$ cat config.mk
export PLATFORM = sky130hd
export DESIGN_NAME = snap_trig_capture_flat
export DESIGN_NICKNAME = d
export VERILOG_FILES = /design/src/rtl/snap_pkg.sv /design/src/rtl/snap_trig_capture_if.sv /design/src/rtl/snap_edge_det.sv /design/src/rtl/snap_trig_capture.sv /design/src/flat_wrapper.sv
export SDC_FILE = /design/constraint.sdc
export NUM_CORES = 1
export LEC_CHECK = 0
export CORE_UTILIZATION = 50
export DETAILED_ROUTE_END_ITERATION = 16
export PLACE_DENSITY = 0.73
export REMOVE_ABC_BUFFERS = 1
export SETUP_SLACK_MARGIN = 0.15
export SLEW_MARGIN = 20
export SYNTH_ARGS = -nofsm -noshare
export SYNTH_HDL_FRONTEND = slang
export SYNTH_SLANG_ARGS = --single-unit
$ cat constraint.sdc
create_clock -name user_clk -period 9.5 [get_ports user_clk]
set_clock_uncertainty 0.15 [all_clocks]
set_input_delay 1.9 -clock user_clk [delete_from_list [all_inputs] [get_ports user_clk]]
set_output_delay 1.9 -clock user_clk [all_outputs]
set_load 0.02 [all_outputs]
$ cat src/rtl/snap_pkg.sv
// snap_pkg: shared types and constants for the snapshot trigger/capture controller.
package snap_pkg;
    localparam int OFF_W = 32;
    typedef enum logic [2:0] {IDLE, ARMED, DELAY, CAPTURE, DONE} state_t;
endpackage

$ cat src/rtl/snap_trig_capture_if.sv
// snap_trig_capture_if: sample/trigger inputs, BRAM write port and status outputs of the capture controller.
//   arm, trig_offset, trig, din_we, din           : control and sample stream into the controller
//   bram_we, bram_addr, bram_data                 : registered BRAM write port
//   status_done, status_addr                      : completion flag and oldest-sample address
interface snap_trig_capture_if #(
    parameter int AW = 10,
    parameter int DW = 32
);
    logic          arm;
    logic [31:0]   trig_offset;
    logic          trig;
    logic          din_we;
    logic [DW-1:0] din;
    logic          bram_we;
    logic [AW-1:0] bram_addr;
    logic [DW-1:0] bram_data;
    logic          status_done;
    logic [AW-1:0] status_addr;

    modport master (
        output arm, trig_offset, trig, din_we, din,
        input  bram_we, bram_addr, bram_data, status_done, status_addr
    );
    modport slave (
        input  arm, trig_offset, trig, din_we, din,
        output bram_we, bram_addr, bram_data, status_done, status_addr
    );
endinterface

$ cat src/rtl/snap_edge_det.sv
// snap_edge_det: rising-edge detector; rise is high while d is high and was low last cycle.
//   clk, rst_n : clock and async active-low reset
//   d          : level input
//   rise       : combinational edge pulse
module snap_edge_det (
    input  logic clk,
    input  logic rst_n,
    input  logic d,
    output logic rise
);
    logic prev_q, prev_d;

    always_comb prev_d = d;

    always_ff @(posedge clk or negedge rst_n) begin
        if (!rst_n) prev_q <= 1'b0;
        else        prev_q <= prev_d;
    end

    assign rise = d & ~prev_q;
endmodule

$ cat src/rtl/snap_trig_capture.sv
// snap_trig_capture: arms on an arm edge, waits for a valid trigger and writes a 2^AW-sample window to BRAM.
//   user_clk, user_rst_n : clock and async active-low reset
//   bus (slave)          : arm/offset/trigger/sample inputs, BRAM write port, status outputs
module snap_trig_capture
    import snap_pkg::*;
#(
    parameter int AW = 10,
    parameter int DW = 32
) (
    input logic                user_clk,
    input logic                user_rst_n,
    snap_trig_capture_if.slave bus
);
    localparam logic [AW:0] DEPTH   = (AW+1)'(1) << AW;
    localparam logic [AW:0] MAX_PRE = DEPTH - (AW+1)'(1);

    state_t           state_q, state_d;
    logic [OFF_W-1:0] off_q, off_d, mag;
    logic [OFF_W-2:0] dly_q, dly_d;
    logic [AW:0]      rem_q, rem_d, fill_q, fill_d, pre;
    logic [AW-1:0]    wr_addr_q, wr_addr_d, bram_addr_q, bram_addr_d, status_addr_q, status_addr_d;
    logic [DW-1:0]    bram_data_q, bram_data_d;
    logic             bram_we_q, bram_we_d, status_done_q, status_done_d;
    logic             arm_rise, neg, tv;

    snap_edge_det u_arm_edge (.clk(user_clk), .rst_n(user_rst_n), .d(bus.arm), .rise(arm_rise));

    always_comb begin
        tv            = bus.trig & bus.din_we;
        neg           = off_q[OFF_W-1];
        // |offset| as unsigned; -2^31 yields bit 31 set and so saturates like any other large value
        mag           = ~off_q + OFF_W'(1);
        pre           = (|mag[OFF_W-1:AW]) ? MAX_PRE : mag[AW:0];
        state_d       = state_q;
        off_d         = off_q;
        dly_d         = dly_q;
        rem_d         = rem_q;
        fill_d        = fill_q;
        wr_addr_d     = wr_addr_q;
        status_done_d = status_done_q;
        status_addr_d = status_addr_q;
        bram_we_d     = 1'b0;
        if (arm_rise) begin
            state_d       = ARMED;
            off_d         = bus.trig_offset;
            dly_d         = '0;
            rem_d         = '0;
            fill_d        = '0;
            wr_addr_d     = '0;
            status_done_d = 1'b0;
            status_addr_d = '0;
        end else begin
            case (state_q)
                ARMED: begin
                    if (neg) begin
                        // pre-trigger history: every valid sample goes into the ring
                        if (bus.din_we) begin
                            bram_we_d = 1'b1;
                            fill_d    = (fill_q >= pre) ? fill_q : fill_q + (AW+1)'(1);
                            if (tv && fill_q >= pre) begin
                                state_d = CAPTURE;
                                rem_d   = MAX_PRE - pre;
                            end
                        end
                    end else if (tv) begin
                        if (off_q == '0) begin
                            bram_we_d = 1'b1;
                            state_d   = CAPTURE;
                            rem_d     = MAX_PRE;
                        end else begin
                            // trigger sample is the first discard; dly counts the discards still to come
                            dly_d   = off_q[OFF_W-2:0] - (OFF_W-1)'(1);
                            state_d = (off_q == OFF_W'(1)) ? CAPTURE : DELAY;
                            rem_d   = DEPTH;
                        end
                    end
                end
                DELAY: begin
                    if (bus.din_we) begin
                        dly_d = dly_q - (OFF_W-1)'(1);
                        if (dly_q == (OFF_W-1)'(1)) state_d = CAPTURE;
                    end
                end
                CAPTURE: begin
                    // finishing on an empty count keeps status_done one cycle behind the last bram_we
                    if (rem_q == '0) begin
                        state_d       = DONE;
                        status_done_d = 1'b1;
                        status_addr_d = wr_addr_q;
                    end else if (bus.din_we) begin
                        bram_we_d = 1'b1;
                        rem_d     = rem_q - (AW+1)'(1);
                    end
                end
                default: ;
            endcase
        end
        if (bram_we_d) wr_addr_d = wr_addr_q + AW'(1);
        bram_addr_d = bram_we_d ? wr_addr_q : bram_addr_q;
        bram_data_d = bram_we_d ? bus.din : bram_data_q;
    end

    always_ff @(posedge user_clk or negedge user_rst_n) begin
        if (!user_rst_n) begin
            state_q       <= IDLE;
            off_q         <= '0;
            dly_q         <= '0;
            rem_q         <= '0;
            fill_q        <= '0;
            wr_addr_q     <= '0;
            bram_we_q     <= 1'b0;
            bram_addr_q   <= '0;
            bram_data_q   <= '0;
            status_done_q <= 1'b0;
            status_addr_q <= '0;
        end else begin
            state_q       <= state_d;
            off_q         <= off_d;
            dly_q         <= dly_d;
            rem_q         <= rem_d;
            fill_q        <= fill_d;
            wr_addr_q     <= wr_addr_d;
            bram_we_q     <= bram_we_d;
            bram_addr_q   <= bram_addr_d;
            bram_data_q   <= bram_data_d;
            status_done_q <= status_done_d;
            status_addr_q <= status_addr_d;
        end
    end

    assign bus.bram_we     = bram_we_q;
    assign bus.bram_addr   = bram_addr_q;
    assign bus.bram_data   = bram_data_q;
    assign bus.status_done = status_done_q;
    assign bus.status_addr = status_addr_q;
endmodule

$ cat src/flat_wrapper.sv
// flat-port wrapper written by rule: the top's interface ports become plain ports
module snap_trig_capture_flat import snap_pkg::*;
#(
    parameter int AW = 10,
    parameter int DW = 32
)
  (user_clk, user_rst_n, bus_arm, bus_trig_offset, bus_trig, bus_din_we, bus_din, bus_bram_we, bus_bram_addr, bus_bram_data, bus_status_done, bus_status_addr);
  snap_trig_capture_if #(.AW(AW), .DW(DW)) bus_i ();
  input logic user_clk;
  input logic user_rst_n;
  input wire logic [$bits(bus_i.arm)-1:0] bus_arm;
  input wire logic [$bits(bus_i.trig_offset)-1:0] bus_trig_offset;
  input wire logic [$bits(bus_i.trig)-1:0] bus_trig;
  input wire logic [$bits(bus_i.din_we)-1:0] bus_din_we;
  input wire logic [$bits(bus_i.din)-1:0] bus_din;
  output wire logic [$bits(bus_i.bram_we)-1:0] bus_bram_we;
  output wire logic [$bits(bus_i.bram_addr)-1:0] bus_bram_addr;
  output wire logic [$bits(bus_i.bram_data)-1:0] bus_bram_data;
  output wire logic [$bits(bus_i.status_done)-1:0] bus_status_done;
  output wire logic [$bits(bus_i.status_addr)-1:0] bus_status_addr;
  assign bus_i.arm = bus_arm;
  assign bus_i.trig_offset = bus_trig_offset;
  assign bus_i.trig = bus_trig;
  assign bus_i.din_we = bus_din_we;
  assign bus_i.din = bus_din;
  assign bus_bram_we = bus_i.bram_we;
  assign bus_bram_addr = bus_i.bram_addr;
  assign bus_bram_data = bus_i.bram_data;
  assign bus_status_done = bus_i.status_done;
  assign bus_status_addr = bus_i.status_addr;
  snap_trig_capture #(.AW(AW), .DW(DW)) u_core (.user_clk(user_clk), .user_rst_n(user_rst_n), .bus(bus_i));
endmodule
* Word-level counts from Yosys, hierarchy flattened
Cells that the tools add are included.
** Cells by class
- $add $sub $neg :: 7
- Multipliers :: 0
- Div/mod/pow operators :: 0
- Magnitude comparators :: 1
- Eq/ne operators :: 17
- Shift operators :: 0
- Muxes and demuxes :: 47
- Bitwise operators :: 4
- Reduce and logical (&&, ||, !) cells :: 18
** Operator list (count)
- $mux W31 :: 5
- $mux W11 :: 14
- $pmux W31 S2 :: 1
- $sub A31 B1 Y31 const B :: 2
- $mux W10 :: 5
- $add A32 B1 Y32 const B :: 1
- $eq A32 B1 Y1 const B :: 1
- $logic_not A32 Y1 :: 1
- $not A32 Y32 :: 1
- $eq A31 B1 Y1 const B :: 1
- $mux W3 :: 9
- $pmux W11 S2 :: 1
- $reduce_or A22 Y1 :: 1
- $ne A3 B2 Y1 const B :: 4
- $reduce_bool A2 Y1 :: 6
- $add A11 B1 Y11 const B :: 1
- $ge A11 B11 Y1 :: 1
- $logic_not A11 Y1 :: 1
- $sub A10 B11 Y11 const A :: 1
- $sub A11 B1 Y11 const B :: 1
- $add A10 B1 Y10 const B :: 1
- $mux W1 :: 10
- $ne A3 B1 Y1 const B :: 3
- $pmux W3 S3 :: 1
- other kinds (17) :: 21
** Word-level totals
- Flip-flop bits (word level) :: 153
- Bits in latches :: 0
- Bits in writable memories :: 0
- Memory bits (read-only) :: 0
- Input port bits :: 69
- Word-level logic and storage cells :: 106
- Memories :: 0

* Longest topological paths before layout
- Word-level depth :: 11
- Depth in mapped cells :: 22
- Gate-level depth less buffers :: 18

* Modules after synthesis
A second synthesis with hierarchy kept.
** Second synthesis, totals
- Cell total of the unflattened synthesis :: 967
- Area total of the unflattened synthesis :: 8664.6 sq um
** Modules (own cells, without submodules)
- snap_trig_capture :: instances 1, cells each 965, area an instance 8625.8 sq um, seq. area each 3803.6 sq um
- snap_edge_det :: instances 1, cells each 2, area an instance 38.8 sq um, seq. area each 25.0 sq um

* Least setup slack after synthesis
No wires, ideal clock.
- Path kind :: reg-to-reg
- From :: register u_core.off_q[13]
- To :: register u_core.fill_q[5]
- Arrival time :: 4804 ps
- Setup slack :: 4468 ps
- Cell stages (with the launch flop) :: 19
- Period minus slack after synthesis :: 5032 ps
- Cell sequence :: dfrtp_1 -> buf_6 -> or3_1 -> or4b_4 -> or4_4 -> a222oi_1 -> nor4bb_1 -> o2111ai_1 -> buf_2 -> buf_1 -> nand2b_1 -> ha_1 -> nand2b_1 -> a31oi_1 -> o21bai_1 -> a211oi_1 -> nand4_1 -> or3_1 -> a21oi_1
** Between the ends
- Longest elaborated chain between the ends :: 7
** RTL lines
- start, declared :: RTL line snap_trig_capture.sv:18 : logic [OFF_W-1:0] off_q, off_d, mag;
- start signal, assigned :: RTL line snap_trig_capture.sv:106 : off_q <= '0;
- start signal, assigned :: RTL line snap_trig_capture.sv:118 : off_q <= off_d;
- $not A32 Y32 :: RTL line snap_trig_capture.sv:32 : mag = ~off_q + OFF_W'(1);
- $add A32 B1 Y32 :: RTL line snap_trig_capture.sv:32
- $reduce_or A22 Y1 :: RTL line snap_trig_capture.sv:33 : pre = (|mag[OFF_W-1:AW]) ? MAX_PRE : mag[AW:0];
- $mux W11 :: RTL line snap_trig_capture.sv:33
- $ge A11 B11 Y1 :: RTL line snap_trig_capture.sv:59 : fill_d = (fill_q >= pre) ? fill_q : fill_q + (AW+1)'(1);
- $ne A2 B1 Y1 (no line)
- $reduce_and A4 Y1 (no line)
- end signal, assigned :: RTL line snap_trig_capture.sv:121 : fill_q <= fill_d;
- end, declared :: RTL line snap_trig_capture.sv:20 : logic [AW:0] rem_q, rem_d, fill_q, fill_d, pre;
No other way between the ends.
A chain may end at the register's enable or synchronous reset.

* Worst setup path in the final report
- From :: register u_core.off_q[0]
- To :: register u_core.rem_q[5]
** Between the ends
- Longest elaborated chain between the ends :: 10
- Elaborated cells between the ends (all ways) :: 17
** RTL lines
- $not A32 Y32 :: RTL line snap_trig_capture.sv:32
- $add A32 B1 Y32 :: RTL line snap_trig_capture.sv:32
- $reduce_or A22 Y1 :: RTL line snap_trig_capture.sv:33
- $mux W11 :: RTL line snap_trig_capture.sv:33
- $sub A10 B11 Y11 :: RTL line snap_trig_capture.sv:62 : rem_d = MAX_PRE - pre;
- $mux W11 :: RTL line snap_trig_capture.sv:60 : if (tv && fill_q >= pre) begin
- $mux W11 :: RTL line snap_trig_capture.sv:57 : if (bus.din_we) begin
- $mux W11 :: RTL line snap_trig_capture.sv:55 : if (neg) begin
- $pmux W11 S2 :: RTL line snap_trig_capture.sv:53 : case (state_q)
- $mux W11 :: RTL line snap_trig_capture.sv:43 : if (arm_rise) begin
- end signal, assigned :: RTL line snap_trig_capture.sv:120 : rem_q <= rem_d;
- end, declared :: RTL line snap_trig_capture.sv:20
Several ways; a longest one is shown, not always the timed one. The select of a mux whose other input is x is not followed.

==> results.toml <==
[clock_network]
clkSinkCount = 153
ctsResizeCount = 0
cts-root-buf = "clkbuf_16"
cts_buffer_depth = 2
h-tree-depth = 4
clk_pin_slew_worst_paths_ps = 70
cts_setup_buffers = 0
holdBufCountCts = 0
clkLatencyLatePin_ps = 440
cts_tree = "built"
numCtsBuffers = 17

[die]
initial_core_util_pct = 51.1
coreArea_mm2 = 0.0166
rows = 47
fp.dieH_um = 132
ioPinCount = 123
fp.dieW_um = 132
dieArea_mm2 = 0.0175

[layout]
n_antenna_cell = 0
seqCellArea_mm2 = 0.00383
finalNonFillerCells = 1297
area_delta_synth_final_pct = 22.6
nNetsFinal = 1151
drive_gt1_share_pct = 7.71
multi_input_area_mm2 = 0.00439
fill_cells = 1449

[grt]
grt_pass1_wl_um = 36600
antenna_found_initial = 0
grt_max_degree = 96
grt_pass1_vias = 7202
grt.total_usage_pct = 26.4
overflow = 0

[sta]
setup_viol = 0
final.setup.tns_ps = 0
tightest_slew_ps = 942
relSlewSlack_pct = 37.0
max_freq_ghz = 0.167
slew_viol_final = 0
period_needed_ps = 5990
layout_setup_ws_ps = 3510
rsz0062_at_grt = "false"
fin_crit_sh_pct = 63.1
hold_viol = 0

[worst_hold_path]
hold_class = "reg2reg"
min_from = "u_core.bus.bram_data[29]"
holdPathEnd = "u_core.bus.bram_data[29]"
hold_depth = 1

[route]
drc = 0
vias = 7478
ant_nets = 0
viasPerCell = 5.77
wl_um = 22300
routedWlPerCell_um = 17.2
drt_iter0_drc = 502
firstDrtPassIters = 5

[critical_path]
worstPathRequired_ps = 9730
r2r_cells = 18
crit_type = "reg2reg"
rr_endpoint = "u_core.rem_q[5]"
cp-start-kind = "flip-flop"
cp_max_fo = 20
cp.arrival_ps = 6220
r2r_start = "u_core.off_q[0]"
worst-r2r-setup-slack_ps = 3510
end_kind = "flip-flop"

[status]
outcome = "complete, no violations"

[yosys]
yosys.area_share.simple_pct = 23.8
synthDistinctLibCells = 69
syn_area_per_cell_um2 = 8.72
async_reset_ff_share_pct = 100
synth_enable_flop_cells = 0
synth_top_flop_cell = "dfrtp_1"
synthAdderAreaFrac_pct = 2.66
synth_compound_area_share_pct = 13.9
yosysSeqAreaShare_pct = 45.2
ys_ff_latch = 153
synth_top_family_by_area = "simple AND/OR/NAND/NOR gates"
netlist_area_mm2 = 0.00848
synthMuxAreaShare_pct = 6.40
ys_warn_count = 0
syn_inst = 972
synth_xor_area_share_pct = 4.75

[power]
vdd_drop_max_mv = 0.185
leakagePower_nw = 4.46
power.density_mw_per_mm2 = 279

[run]
max_cap_viol_count = 0

[placement]
numPortBuffers = 122
routabilityCongestion = 0.858
hpwl_um = 15300
place_inst = 1265
place_ws_ps = 3590
## logic make-up (layout without fill, tap and decap cells)
group,count (synthesis),in the layout
AND/OR/NAND/NOR,438,438
AO/OA/AOI/OAI,195,195
buffers and inverters,72,177
multiplexers,49,49
adder cells (fa/ha/maj),18,18
other,1,1
flip-flops,153,153
XOR/XNOR,46,46
## per-layer routing
layer	share of wire, %	vias to the layer above	track usage (%)	wire (µm)
li1	-	3584	-	-
met1	45	3594	35.4	10100
met2	45	267	40.8	10100
met3	8.0	33	7.73	1790
met4	1.8	0	8.94	391
met5	0	-	0	0
## placed cells by master, fill, tap and decap left out, types with 5 or more instances in the layout
cell type / n
nand2_1: 174
dfrtp_1: 153
clkdlybuf4s50_1: 121
nor2_1: 108
o21ai_0: 67
a21oi_1: 51
nor3_1: 35
mux2_2: 31
xor2_1: 26
nand3_1: 22
xnor2_1: 20
ha_1: 18
nor4_1: 17
clkbuf_16: 17
or3_1: 16
inv_1: 15
nand4_1: 13
nand2b_1: 11
mux2_1: 11
o21ai_1: 10
a31oi_1: 10
a22o_1: 10
and3_1: 8
buf_4: 8
mux2i_1: 7
a211oi_1: 6
a22oi_1: 5
inv_8: 5
## cell usage after synthesis, types with 2 or more instances
cell type	count	area (µm²)
and4_1	2	17.5
nor2_1	109	409
nor2b_1	5	31.3
a31oi_1	10	62.6
or3_1	16	100
clkbuf_1	45	169
nand2b_1	11	68.8
nand3_1	22	110
o31ai_1	3	22.5
a32o_1	3	30.0
o22ai_1	4	25.0
o21ai_0	67	335
nand2_1	174	653
mux2_1	11	124
mux2i_1	7	70.1
o21bai_1	3	22.5
dfrtp_1	153	3830
o41a_1	2	22.5
a22oi_1	5	37.5
buf_1	7	26.3
nor4_1	17	106
o21ai_1	10	50.1
a211oi_1	6	45.0
nand4_1	13	81.3
and2_1	4	25.0
a21o_1	2	15.0
a22o_1	10	87.6
xnor2_1	20	175
and3_1	8	50.1
xor2_1	26	228
o211ai_1	3	22.5
nor3_1	36	180
a21oi_1	51	255
mux2_2	31	349
or4_1	4	30.0
or2_2	3	18.8
nand3b_1	4	30.0
inv_1	15	56.3
ha_1	18	225
buf_2	3	15.0
## state kept, by name (all words and copies together) (netlist names), 3 cells and up
signal	count
u_core.bus.bram_addr	10
u_core.bus.bram_data	32
u_core.bus.status_addr	10
u_core.dly_q	31
u_core.fill_q	11
u_core.off_q	32
u_core.rem_q	11
u_core.state_q	3
u_core.wr_addr_q	10
## stage by stage
stage	cell area (µm²)	total power [mW]	utilization, %	hold WS (ps)
final	10400	2.90	62.7	335
after global routing	10400	3.09	62.7	355
after CTS	10400	2.90	62.7	340
after detailed placement	9830	2.24	59.3	325
after global placement	9830	2.22	59.3	316
after floorplan	8250	1.79	-	311
## worst max-delay path: stages, from the launching register on
cell	delay, ps
dfrtp_1	420
inv_1	140
ha_1	210
nor4b_2	480
nand4_1	560
or4_1	640
a222oi_1	300
nor4bb_1	270
o2111ai_1	180
buf_4	250
nor2_1	120
ha_1	250
a211oi_1	260
o21ai_0	190
a21o_1	210
a31o_2	210
and2_1	290
nor2_1	570
a22o_1	250
## cell type report
cell class | count | share of cell area (%)
repair buffers | 130 | 12.3
multi-input cells | 747 | 42.3
flip-flops and latches | 153 | 36.8
well taps | 220 | 2.65
clock buffers | 18 | 4.13
clock inverters | 14 | 1.25
inverters | 15 | 0.542
## worst max-delay path by stage
| stage | start | end | slack (ps) | cells after the start |
|---|---|---|---|---|
| final | u_core.off_q[0] | u_core.rem_q[5] | 3510 | 18 |
| after global routing | u_core.off_q[0] | u_core.fill_q[9] | 2980 | 17 |
| after detailed placement | u_core.off_q[0] | u_core.rem_q[5] | 3590 | 18 |
| after CTS | u_core.off_q[0] | u_core.rem_q[5] | 3570 | 18 |
| after floorplan | bus_arm | u_core.bus.bram_data[10] | 1990 | 3 |
| after global placement | u_core.off_q[0] | u_core.fill_q[7] | 3850 | 18 |
## power breakdown
part	switching (mW)	internal (mW)
sequential	0.170	0.831
clock	0.307	0.346
combinational	0.735	0.514
Power figures use the tool's default switching activity.
